--- src/rtl/simple_echo_pkg.sv ---
// Shared definitions for simple_echo: receive-FSM encodings and the layout of
// one buffer entry {tlast, tstrb, tdata}.
package simple_echo_pkg;

    typedef enum logic {
        RX_ACCEPT = 1'b0,
        RX_DROP   = 1'b1
    } rx_state_e;

    localparam int unsigned TDATA_LSB = 0;

    function automatic int unsigned tstrb_lsb(input int unsigned dw);
        return dw;
    endfunction

    function automatic int unsigned tlast_bit(input int unsigned dw);
        return dw + dw / 8;
    endfunction

    function automatic int unsigned entry_width(input int unsigned dw);
        return dw + dw / 8 + 1;
    endfunction

endpackage

--- src/rtl/simple_echo_buf.sv ---
// Packet storage for simple_echo: 2^C_BUF_AW entries, synchronous write port and
// combinational read port.
module simple_echo_buf #(
    parameter int unsigned C_BUF_AW  = 5,
    parameter int unsigned C_ENTRY_W = 73
) (
    input  logic                 i_clk,
    input  logic                 i_wr_en,
    input  logic [C_BUF_AW-1:0]  i_wr_addr,
    input  logic [C_ENTRY_W-1:0] i_wr_data,
    input  logic [C_BUF_AW-1:0]  i_rd_addr,
    output logic [C_ENTRY_W-1:0] o_rd_data
);

    logic [C_ENTRY_W-1:0] r_mem [2**C_BUF_AW];

    always_ff @(posedge i_clk) begin
        if (i_wr_en) begin
            r_mem[i_wr_addr] <= i_wr_data;
        end
    end

    assign o_rd_data = r_mem[i_rd_addr];

endmodule

--- src/rtl/simple_echo.sv ---
// Store-and-forward AXI4-Stream echo: buffers whole packets, replays committed ones.
// Optional SIMPLE_ECHO_BACKPRESSURE_EN holds off the slave stream instead of dropping.
module simple_echo
    import simple_echo_pkg::*;
#(
    parameter int unsigned C_M_AXIS_DATA_WIDTH = 64,
    parameter int unsigned C_S_AXIS_DATA_WIDTH = 64,
    parameter int unsigned C_BUF_AW            = 5,
    parameter int unsigned C_CNT_WIDTH         = 32
) (
    input  logic                             axi_aclk,
    input  logic                             axi_aresetn,
    input  logic [C_S_AXIS_DATA_WIDTH-1:0]   s_axis_tdata,
    input  logic [C_S_AXIS_DATA_WIDTH/8-1:0] s_axis_tstrb,
    input  logic                             s_axis_tvalid,
    output logic                             s_axis_tready,
    input  logic                             s_axis_tlast,
    output logic [C_M_AXIS_DATA_WIDTH-1:0]   m_axis_tdata,
    output logic [C_M_AXIS_DATA_WIDTH/8-1:0] m_axis_tstrb,
    output logic                             m_axis_tvalid,
    input  logic                             m_axis_tready,
    output logic                             m_axis_tlast,
    input  logic                             count_reset,
    output logic [C_CNT_WIDTH-1:0]           echo_count,
    output logic [C_CNT_WIDTH-1:0]           drop_count
);

    localparam int unsigned DW       = C_S_AXIS_DATA_WIDTH;
    localparam int unsigned SW       = DW / 8;
    localparam int unsigned EW       = entry_width(DW);
    localparam int unsigned STRB_LSB = tstrb_lsb(DW);
    localparam int unsigned LAST_BIT = tlast_bit(DW);
    localparam logic [C_BUF_AW:0] FULL_DIFF = {1'b1, {C_BUF_AW{1'b0}}};

    rx_state_e r_state, w_state_next;

    logic [C_BUF_AW:0] r_wr_ptr, r_cmt_ptr, r_rd_ptr;
    logic [C_BUF_AW:0] w_wr_ptr_next, w_cmt_ptr_next, w_rd_ptr_next;

    logic w_full, w_in_hs, w_wr_en, w_rewind, w_commit, w_drop_inc, w_load, w_echo_inc;
    logic [EW-1:0] w_wr_entry, w_rd_entry;

    logic                             r_m_tvalid, r_m_tlast;
    logic [C_M_AXIS_DATA_WIDTH-1:0]   r_m_tdata;
    logic [C_M_AXIS_DATA_WIDTH/8-1:0] r_m_tstrb;
    logic [C_CNT_WIDTH-1:0]           r_echo_count, r_drop_count;

    assign w_full  = (r_wr_ptr - r_rd_ptr) == FULL_DIFF;
    assign w_in_hs = s_axis_tvalid && s_axis_tready;

`ifdef SIMPLE_ECHO_BACKPRESSURE_EN
    logic r_s_tready;

    // Computed from next-state pointers so the registered ready matches the live pointers.
    always_ff @(posedge axi_aclk or negedge axi_aresetn) begin
        if (!axi_aresetn) begin
            r_s_tready <= 1'b1;
        end else begin
            r_s_tready <= ((w_wr_ptr_next - w_rd_ptr_next) != FULL_DIFF) ||
                          (w_rd_ptr_next == w_cmt_ptr_next);
        end
    end

    assign s_axis_tready = r_s_tready;
`else
    assign s_axis_tready = 1'b1;
`endif

    always_ff @(posedge axi_aclk or negedge axi_aresetn) begin
        if (!axi_aresetn) begin
            r_state <= RX_ACCEPT;
        end else begin
            r_state <= w_state_next;
        end
    end

    always_comb begin
        w_state_next = r_state;
        case (r_state)
            RX_ACCEPT: begin
                if (w_in_hs && w_full && !s_axis_tlast) begin
                    w_state_next = RX_DROP;
                end
            end
            RX_DROP: begin
                if (w_in_hs && s_axis_tlast) begin
                    w_state_next = RX_ACCEPT;
                end
            end
            default: w_state_next = RX_ACCEPT;
        endcase
    end

    always_comb begin
        w_wr_en    = 1'b0;
        w_rewind   = 1'b0;
        w_commit   = 1'b0;
        w_drop_inc = 1'b0;
        case (r_state)
            RX_ACCEPT: begin
                if (w_in_hs) begin
                    if (!w_full) begin
                        w_wr_en  = 1'b1;
                        w_commit = s_axis_tlast;
                    end else begin
                        w_rewind   = 1'b1;
                        w_drop_inc = s_axis_tlast;
                    end
                end
            end
            RX_DROP: begin
                w_drop_inc = w_in_hs && s_axis_tlast;
            end
            default: ;
        endcase
    end

    assign w_load     = (r_rd_ptr != r_cmt_ptr) && (!r_m_tvalid || m_axis_tready);
    assign w_echo_inc = r_m_tvalid && m_axis_tready && r_m_tlast;

    always_comb begin
        w_wr_ptr_next  = r_wr_ptr;
        w_cmt_ptr_next = r_cmt_ptr;
        w_rd_ptr_next  = r_rd_ptr;
        if (w_wr_en) begin
            w_wr_ptr_next = r_wr_ptr + 1'b1;
        end
        if (w_rewind) begin
            w_wr_ptr_next = r_cmt_ptr;
        end
        if (w_commit) begin
            w_cmt_ptr_next = r_wr_ptr + 1'b1;
        end
        if (w_load) begin
            w_rd_ptr_next = r_rd_ptr + 1'b1;
        end
    end

    always_ff @(posedge axi_aclk or negedge axi_aresetn) begin
        if (!axi_aresetn) begin
            r_wr_ptr  <= '0;
            r_cmt_ptr <= '0;
            r_rd_ptr  <= '0;
        end else begin
            r_wr_ptr  <= w_wr_ptr_next;
            r_cmt_ptr <= w_cmt_ptr_next;
            r_rd_ptr  <= w_rd_ptr_next;
        end
    end

    assign w_wr_entry = {s_axis_tlast, s_axis_tstrb, s_axis_tdata};

    simple_echo_buf #(
        .C_BUF_AW  (C_BUF_AW),
        .C_ENTRY_W (EW)
    ) u_buf (
        .i_clk     (axi_aclk),
        .i_wr_en   (w_wr_en),
        .i_wr_addr (r_wr_ptr[C_BUF_AW-1:0]),
        .i_wr_data (w_wr_entry),
        .i_rd_addr (r_rd_ptr[C_BUF_AW-1:0]),
        .o_rd_data (w_rd_entry)
    );

    always_ff @(posedge axi_aclk or negedge axi_aresetn) begin
        if (!axi_aresetn) begin
            r_m_tvalid <= 1'b0;
            r_m_tlast  <= 1'b0;
            r_m_tdata  <= '0;
            r_m_tstrb  <= '0;
        end else if (w_load) begin
            r_m_tvalid <= 1'b1;
            r_m_tdata  <= w_rd_entry[TDATA_LSB +: DW];
            r_m_tstrb  <= w_rd_entry[STRB_LSB +: SW];
            r_m_tlast  <= w_rd_entry[LAST_BIT];
        end else if (m_axis_tready) begin
            r_m_tvalid <= 1'b0;
        end
    end

    always_ff @(posedge axi_aclk or negedge axi_aresetn) begin
        if (!axi_aresetn) begin
            r_echo_count <= '0;
            r_drop_count <= '0;
        end else if (count_reset) begin
            r_echo_count <= '0;
            r_drop_count <= '0;
        end else begin
            if (w_echo_inc) begin
                r_echo_count <= r_echo_count + 1'b1;
            end
            if (w_drop_inc) begin
                r_drop_count <= r_drop_count + 1'b1;
            end
        end
    end

    assign m_axis_tvalid = r_m_tvalid;
    assign m_axis_tlast  = r_m_tlast;
    assign m_axis_tdata  = r_m_tdata;
    assign m_axis_tstrb  = r_m_tstrb;
    assign echo_count    = r_echo_count;
    assign drop_count    = r_drop_count;

endmodule

--- config.mk ---
export PLATFORM = sky130hd
export DESIGN_NAME = simple_echo
export DESIGN_NICKNAME = d
export VERILOG_FILES = /design/src/rtl/simple_echo_pkg.sv /design/src/rtl/simple_echo_buf.sv /design/src/rtl/simple_echo.sv
export SDC_FILE = /design/constraint.sdc
export NUM_CORES = 2
export LEC_CHECK = 0
export CAP_MARGIN = 0
export CORE_AREA = 2 2 316 552
export DETAILED_ROUTE_END_ITERATION = 6
export DIE_AREA = 0 0 318 554
export PLACE_DENSITY = 0.76
export SYNTH_ARGS = -nofsm -noshare
export SYNTH_HDL_FRONTEND = slang
export SYNTH_SLANG_ARGS = --single-unit
--- constraint.sdc ---
create_clock -name axi_aclk -period 6.3 [get_ports axi_aclk]
set_input_delay 1.575 -clock axi_aclk [delete_from_list [all_inputs] [get_ports axi_aclk]]
set_output_delay 1.575 -clock axi_aclk [all_outputs]
set_load 0.01 [all_outputs]
# Yosys cells after proc, flatten, opt, wreduce, memory -nomap -nowiden
# Memory sizes are Yosys's and may differ from the RTL's. A register that Yosys moved wholly into a read port is not among the register bits.
# Index checks and enable logic that the tools add are counted.
word_totals:
  inputBits: 78
  memories: 1
  ff_bits: 84
  mem_bits_rw: 2336
mem_list:
  columns: ["name", "depth", "width", "rd", "rd_ports_with_merged_regs", "wr", "line_no", "source"]
  rows:
  - ["u_buf.r_mem", 32, 73, 1, 1, 1, "simple_echo_buf.sv:15", "logic [C_ENTRY_W-1:0] r_mem [2**C_BUF_AW];"]
classes:
  n_bitwise: 1
  reduce_logical: 14
  eq_ne: 2
  n_addsub: 5
  muxes: 25
ops:
  columns: ["cell", "n"]
  rows:
  - ["2-to-1 mux 32 bit", 4]
  - ["adder 32 x 1 -> 32 bit (second input constant)", 2]
  - ["2-to-1 mux 1 bit", 17]
  - ["adder 6 x 1 -> 6 bit (second input constant)", 2]
  - ["2-to-1 mux 6 bit", 2]
  - ["nonzero test 2 bit", 4]
  - ["== test 6 bit (second input constant)", 1]
  - ["logical AND 1 bit", 6]
  - ["inequality test 6 bit", 1]
  - ["subtractor 6 bit", 1]
  - ["one-hot mux 1 bit (2 select lines)", 2]
  - ["zero test 1 bit", 3]
  - ["logical OR 1 bit", 1]
  - ["NOT 1 bit", 1]

# Longest topological paths before layout
depth:
  ltp_word: 7
  mapped_depth: 12
  ltp_nobuf: 8

# By module
# Synthesis repeated with hierarchy kept, for this count alone.
unflattened:
  cells_unflattened: 4133
  area_unflattened_um2: 96156.0
by_module_without_submodules:
  columns: ["module", "area_per_inst_um2", "n_inst", "seq_area_each_um2", "cells_each"]
  rows:
  - ["simple_echo_buf", 88656.3, 1, 70147.3, 3456]
  - ["simple_echo", 7499.7, 1, 3928.8, 677]

# Least setup slack after synthesis
# Ideal clock, no wire load.
synth_path:
  path_kind: "register to register"
  from: "reg r_rd_ptr[2]"
  to: "mem u_buf.r_mem[29][0], enable pin"
  synth_period_minus_slack_ns: 6.381
  slack_ns: -0.081
  required_ns: 5.795
  arrival_ns: 5.876
  path_buffers: 4
  setup_time_ns: 0.505
  stages_incl_launch_ff: 13
  cell_sequence: "dfrtp_1 > buf_2 > clkbuf_1 > clkbuf_1 > inv_1 > ha_1 > o21a_1 > a21boi_0 > a31o_1 > o211ai_2 > buf_2 > nand3_1 > nor2_1"
synth_via:
  elab_chain_cells: 7
synth_rtl:
  columns: ["item", "line_no", "source"]
  rows:
  - ["start: declaration", "simple_echo.sv:37", "logic [C_BUF_AW:0] r_wr_ptr, r_cmt_ptr, r_rd_ptr;"]
  - ["start signal: assignment", "simple_echo.sv:147", "r_rd_ptr <= w_rd_ptr_next;"]
  - ["subtractor 6 bit", "simple_echo.sv:48", "assign w_full = (r_wr_ptr - r_rd_ptr) == FULL_DIFF;"]
  - ["== test 6 bit", "simple_echo.sv:48", null]
  - ["2-to-1 mux 1 bit", "simple_echo.sv:102", "if (!w_full) begin"]
  - ["2-to-1 mux 1 bit", "simple_echo.sv:101", "if (w_in_hs) begin"]
  - ["2-to-1 mux 1 bit", "simple_echo.sv:99", "case (r_state)"]
  - ["2-to-1 mux 1 bit", "simple_echo_buf.sv:18", "if (i_wr_en) begin"]
  - ["2-to-1 mux 1 bit (implied by the code)", "simple_echo_buf.sv:19", "r_mem[i_wr_addr] <= i_wr_data;"]
  - ["end: declaration", "simple_echo_buf.sv:15", null]
# Every way passes these cells.

# Worst setup path after layout
layout_path:
  from: "reg r_rd_ptr[4]"
  to: "mem u_buf.r_mem[23][30], enable pin"
# The elaborated chain is that of the path after synthesis.

==> results.json <==
{
  "final_cell_mix": "2336 x edfxtp_1, 730 x mux4_2, 214 x clkbuf_16",
  "wl_um": 236000,
  "viasPerCell": 6.66,
  "dieArea_um2": 176000,
  "rr_worst_depth": 9,
  "synth_edf_count": 2336,
  "place.detailed.hpwl_um": 126000,
  "cts_made_buffers": 212,
  "ctsResizeCount": 0,
  "post_drt_wl_per_cell_um": 34.4,
  "fp.dieH_um": 554,
  "power_w": 0.0467,
  "postLayoutCellArea_um2": 108000,
  "fin_skew_ns": 0.0730,
  "cts_root_buf": "clkbuf_16",
  "worstMarginPinSlew_ns": 1.38,
  "required_ns": 6.73,
  "avgSynthCellArea_um2": 23.2,
  "grt_pass1_vias": 47800,
  "vias": 45800,
  "yosys_most_used_dff": "edfxtp_1",
  "clockPowerShare": 0.281,
  "fmax_mhz": 208,
  "area_growth_pct": 13.0,
  "io_pins": 217,
  "start_util": 0.559,
  "fin_nets": 4561,
  "synth.ff_latch_count": 2493,
  "regArea_um2": 74100,
  "synth_warnings": 0,
  "setup_viol": 0,
  "holdPathEnd": "m_axis_tdata[13]$_DFFE_PN0P_",
  "drc": 0,
  "antenna_found_initial": 5,
  "p_int_w": 0.0329,
  "finalCritPeriodShare": 0.763,
  "htreeDepth": 4,
  "worst_setup_path_end_kind": "flop",
  "synthArstFlopShare": 0.0630,
  "whs_path_depth": 2,
  "core_um2": 171000,
  "grt_first_pass_wirelength_um": 341000,
  "worstHoldStart": "m_axis_tdata[13]$_DFFE_PN0P_",
  "overflow": 0,
  "path_delay_family": "buffers and inverters",
  "rows": 201,
  "multi_input_area_um2": 20900,
  "grt_usage": 0.271,
  "hold_path.class": "flop to flop",
  "gp_congestion": 0.803,
  "status": "finished clean",
  "timing.rr.start": "r_rd_ptr[4]$_DFFE_PN0P_",
  "dp_cells": 6489,
  "finalMaxSlewViolations": 0,
  "fillers": 10800,
  "drt_iter0_drc": 6030,
  "synth_cells": 4121,
  "final_common_cell": "edfxtp_1",
  "post_cts_buffers": 0,
  "clk_pin_slew_ns": 0.07,
  "p_leak_nw": 34.4,
  "die_w_um": 318,
  "finalHoldViolCount": 0,
  "synthesis.area_um2": 95700,
  "pwr-share-comb": 0.292,
  "first_pass_iters": 5,
  "r2r_setup_slack_ns": 1.49,
  "portBuffers": 215,
  "r2r-end": "u_buf.r_mem[23][30]$_DFFE_PP_",
  "seqPwrFrac": 0.428,
  "crit_arrival_ns": 5.24,
  "power_switching_w": 0.0138,
  "max_stage_delay_ns": 0.78,
  "min_period_ns": 4.81,
  "synth_cell_types": 47,
  "p_per_area_nw_per_um2": 432,
  "start_kind": "flop",
  "critPathKind": "flop to flop",
  "cts_tree": "done",
  "grt_max_degree": 158,
  "rsz0062_at_grt": "false",
  "cp.buffers_inverters": 2,
  "clk_latency_ns": 0.87,
  "cts.sinks": 2493,
  "instances_no_fill": 6877,
  "synth_nets": 4211,
  "drive_gt1_frac": 0.262,
  "ys_seq_area_frac": 0.774,
  "place_area_um2": 101000,
  "crit_chain": "inv_6 > ha_1 > and2_1 > o21a_1 > a31o_1 > o211ai_4 > nand3_1 > nor2_4 > buf_4",
  "cp_max_fo": 47,
  "switching_share": 0.296,
  "slew-limit-headroom": 0.0787,
  "hold_buffers": 0,
  "cpMaxStageDelayCell": "nand3_1",
  "ir_worst_vdd_mv": 0.379,
  "cap_violations": 0,
  "antenna_left": 0,
  "clk_path_buf_depth": 4
}
==> state kept, by name (all words and copies together), names as in the netlist, 6 cells and up <==
name and count:
drop_count 32, echo_count 32, m_axis_tdata 64, m_axis_tstrb 8, r_cmt_ptr 6, r_rd_ptr 6, r_wr_ptr 6, u_buf.r_mem 2336
==> how the worst max path moves through the flow <==
stage	start	to	slack, ns	cells after the start
2_1_floorplan	r_rd_ptr[2]$_DFFE_PN0P_	u_buf.r_mem[29][0]$_DFFE_PP_	-0.08	12
3_3_place_gp	s_axis_tvalid	u_buf.r_mem[18][33]$_DFFE_PP_	1.67	6
3_5_place_dp	s_axis_tvalid	u_buf.r_mem[23][44]$_DFFE_PP_	1.62	6
4_1_cts	r_rd_ptr[4]$_DFFE_PN0P_	u_buf.r_mem[23][43]$_DFFE_PP_	1.49	9
5_1_grt	r_rd_ptr[4]$_DFFE_PN0P_	u_buf.r_mem[18][30]$_DFFE_PP_	1.35	9
6_report	r_rd_ptr[4]$_DFFE_PN0P_	u_buf.r_mem[23][30]$_DFFE_PP_	1.49	9
==> cell usage after synthesis, drive strengths merged (3+ instances only) <==
master,count,area [um2]
edfxtp,2336,70100
mux4,730,16400
dfrtp,157,3930
nand2,113,424
clkbuf,111,417
buf,103,569
nor2,102,383
o21ai,85,425
mux2i,81,811
a21oi,43,215
mux2,37,417
nor2b,32,200
nand3,29,145
nand4,22,138
xnor2,21,184
xor2,18,158
and3,13,81.3
inv,13,48.8
ha,12,150
or3,11,68.8
and4,7,61.3
nand2b,7,43.8
and2,5,31.3
nor3,5,25.0
nor4,4,31.3
nand3b,3,22.5
o22ai,3,18.8
==> stage by stage <==
stage / TNS (ns) / worst slack (ns) / utilization / hold WS [ns]
3_3_place_gp: 0 / 1.67 / 0.592 / 0.467
2_1_floorplan: -186.74 / -0.0812 / - / 0.493
6_report: 0 / 1.49 / 0.632 / 0.481
5_1_grt: 0 / 1.35 / 0.632 / 0.514
4_1_cts: 0 / 1.49 / 0.632 / 0.489
3_5_place_dp: 0 / 1.62 / 0.592 / 0.476
==> worst reg2reg max path, delay by kind of cell, from the launching register on <==
kind	cells	cell delay [ns]
fa+ha+maj	1	0.45
flops	1	0.46
buf+inv	2	1.33
compound gates	3	0.75
simple gates	3	1.31
==> area by class of cell <==
| class | instances | area share |
|---|---|---|
| repair buffers | 350 | 0.0329 |
| flip-flops and latches | 2493 | 0.685 |
| multi-input cells | 1399 | 0.193 |
| diodes | 1 | 0.0000231 |
| well taps | 2233 | 0.0258 |
| clock buffers | 268 | 0.0521 |
| clock inverters | 118 | 0.0110 |
| inverters | 15 | 0.000636 |
==> cells by family after synthesis <==
group	Yosys count	synth area share
compound gates	144	0.00805
xor+xnor	39	0.00357
fa+ha+maj	12	0.00157
buf+inv	229	0.0109
flops	2493	0.774
mux	848	0.185
other cells	1	0.0000392
simple gates	355	0.0175
==> power by group through the flow <==
stage / clock network, W / registers (W) / logic, W
global route: 0.0138 / 0.0201 / 0.0142
detailed placement: 0 / 0.0203 / 0.0135
CTS: 0.0133 / 0.0200 / 0.0138
finish: 0.0131 / 0.0200 / 0.0136
global placement: 0 / 0.0202 / 0.0134
floorplan: 0 / 0.0202 / 0.00890
==> metal layers <==
metal	vias to the layer above	global-route usage	share of wire
met1	24300	0.333	0.34
li1	18100	-	-
met5	-	0	0.00022
met2	2793	0.475	0.53
met4	8	0.129	0.053
met3	577	0.0394	0.079
(Power assumes the default switching activity.)
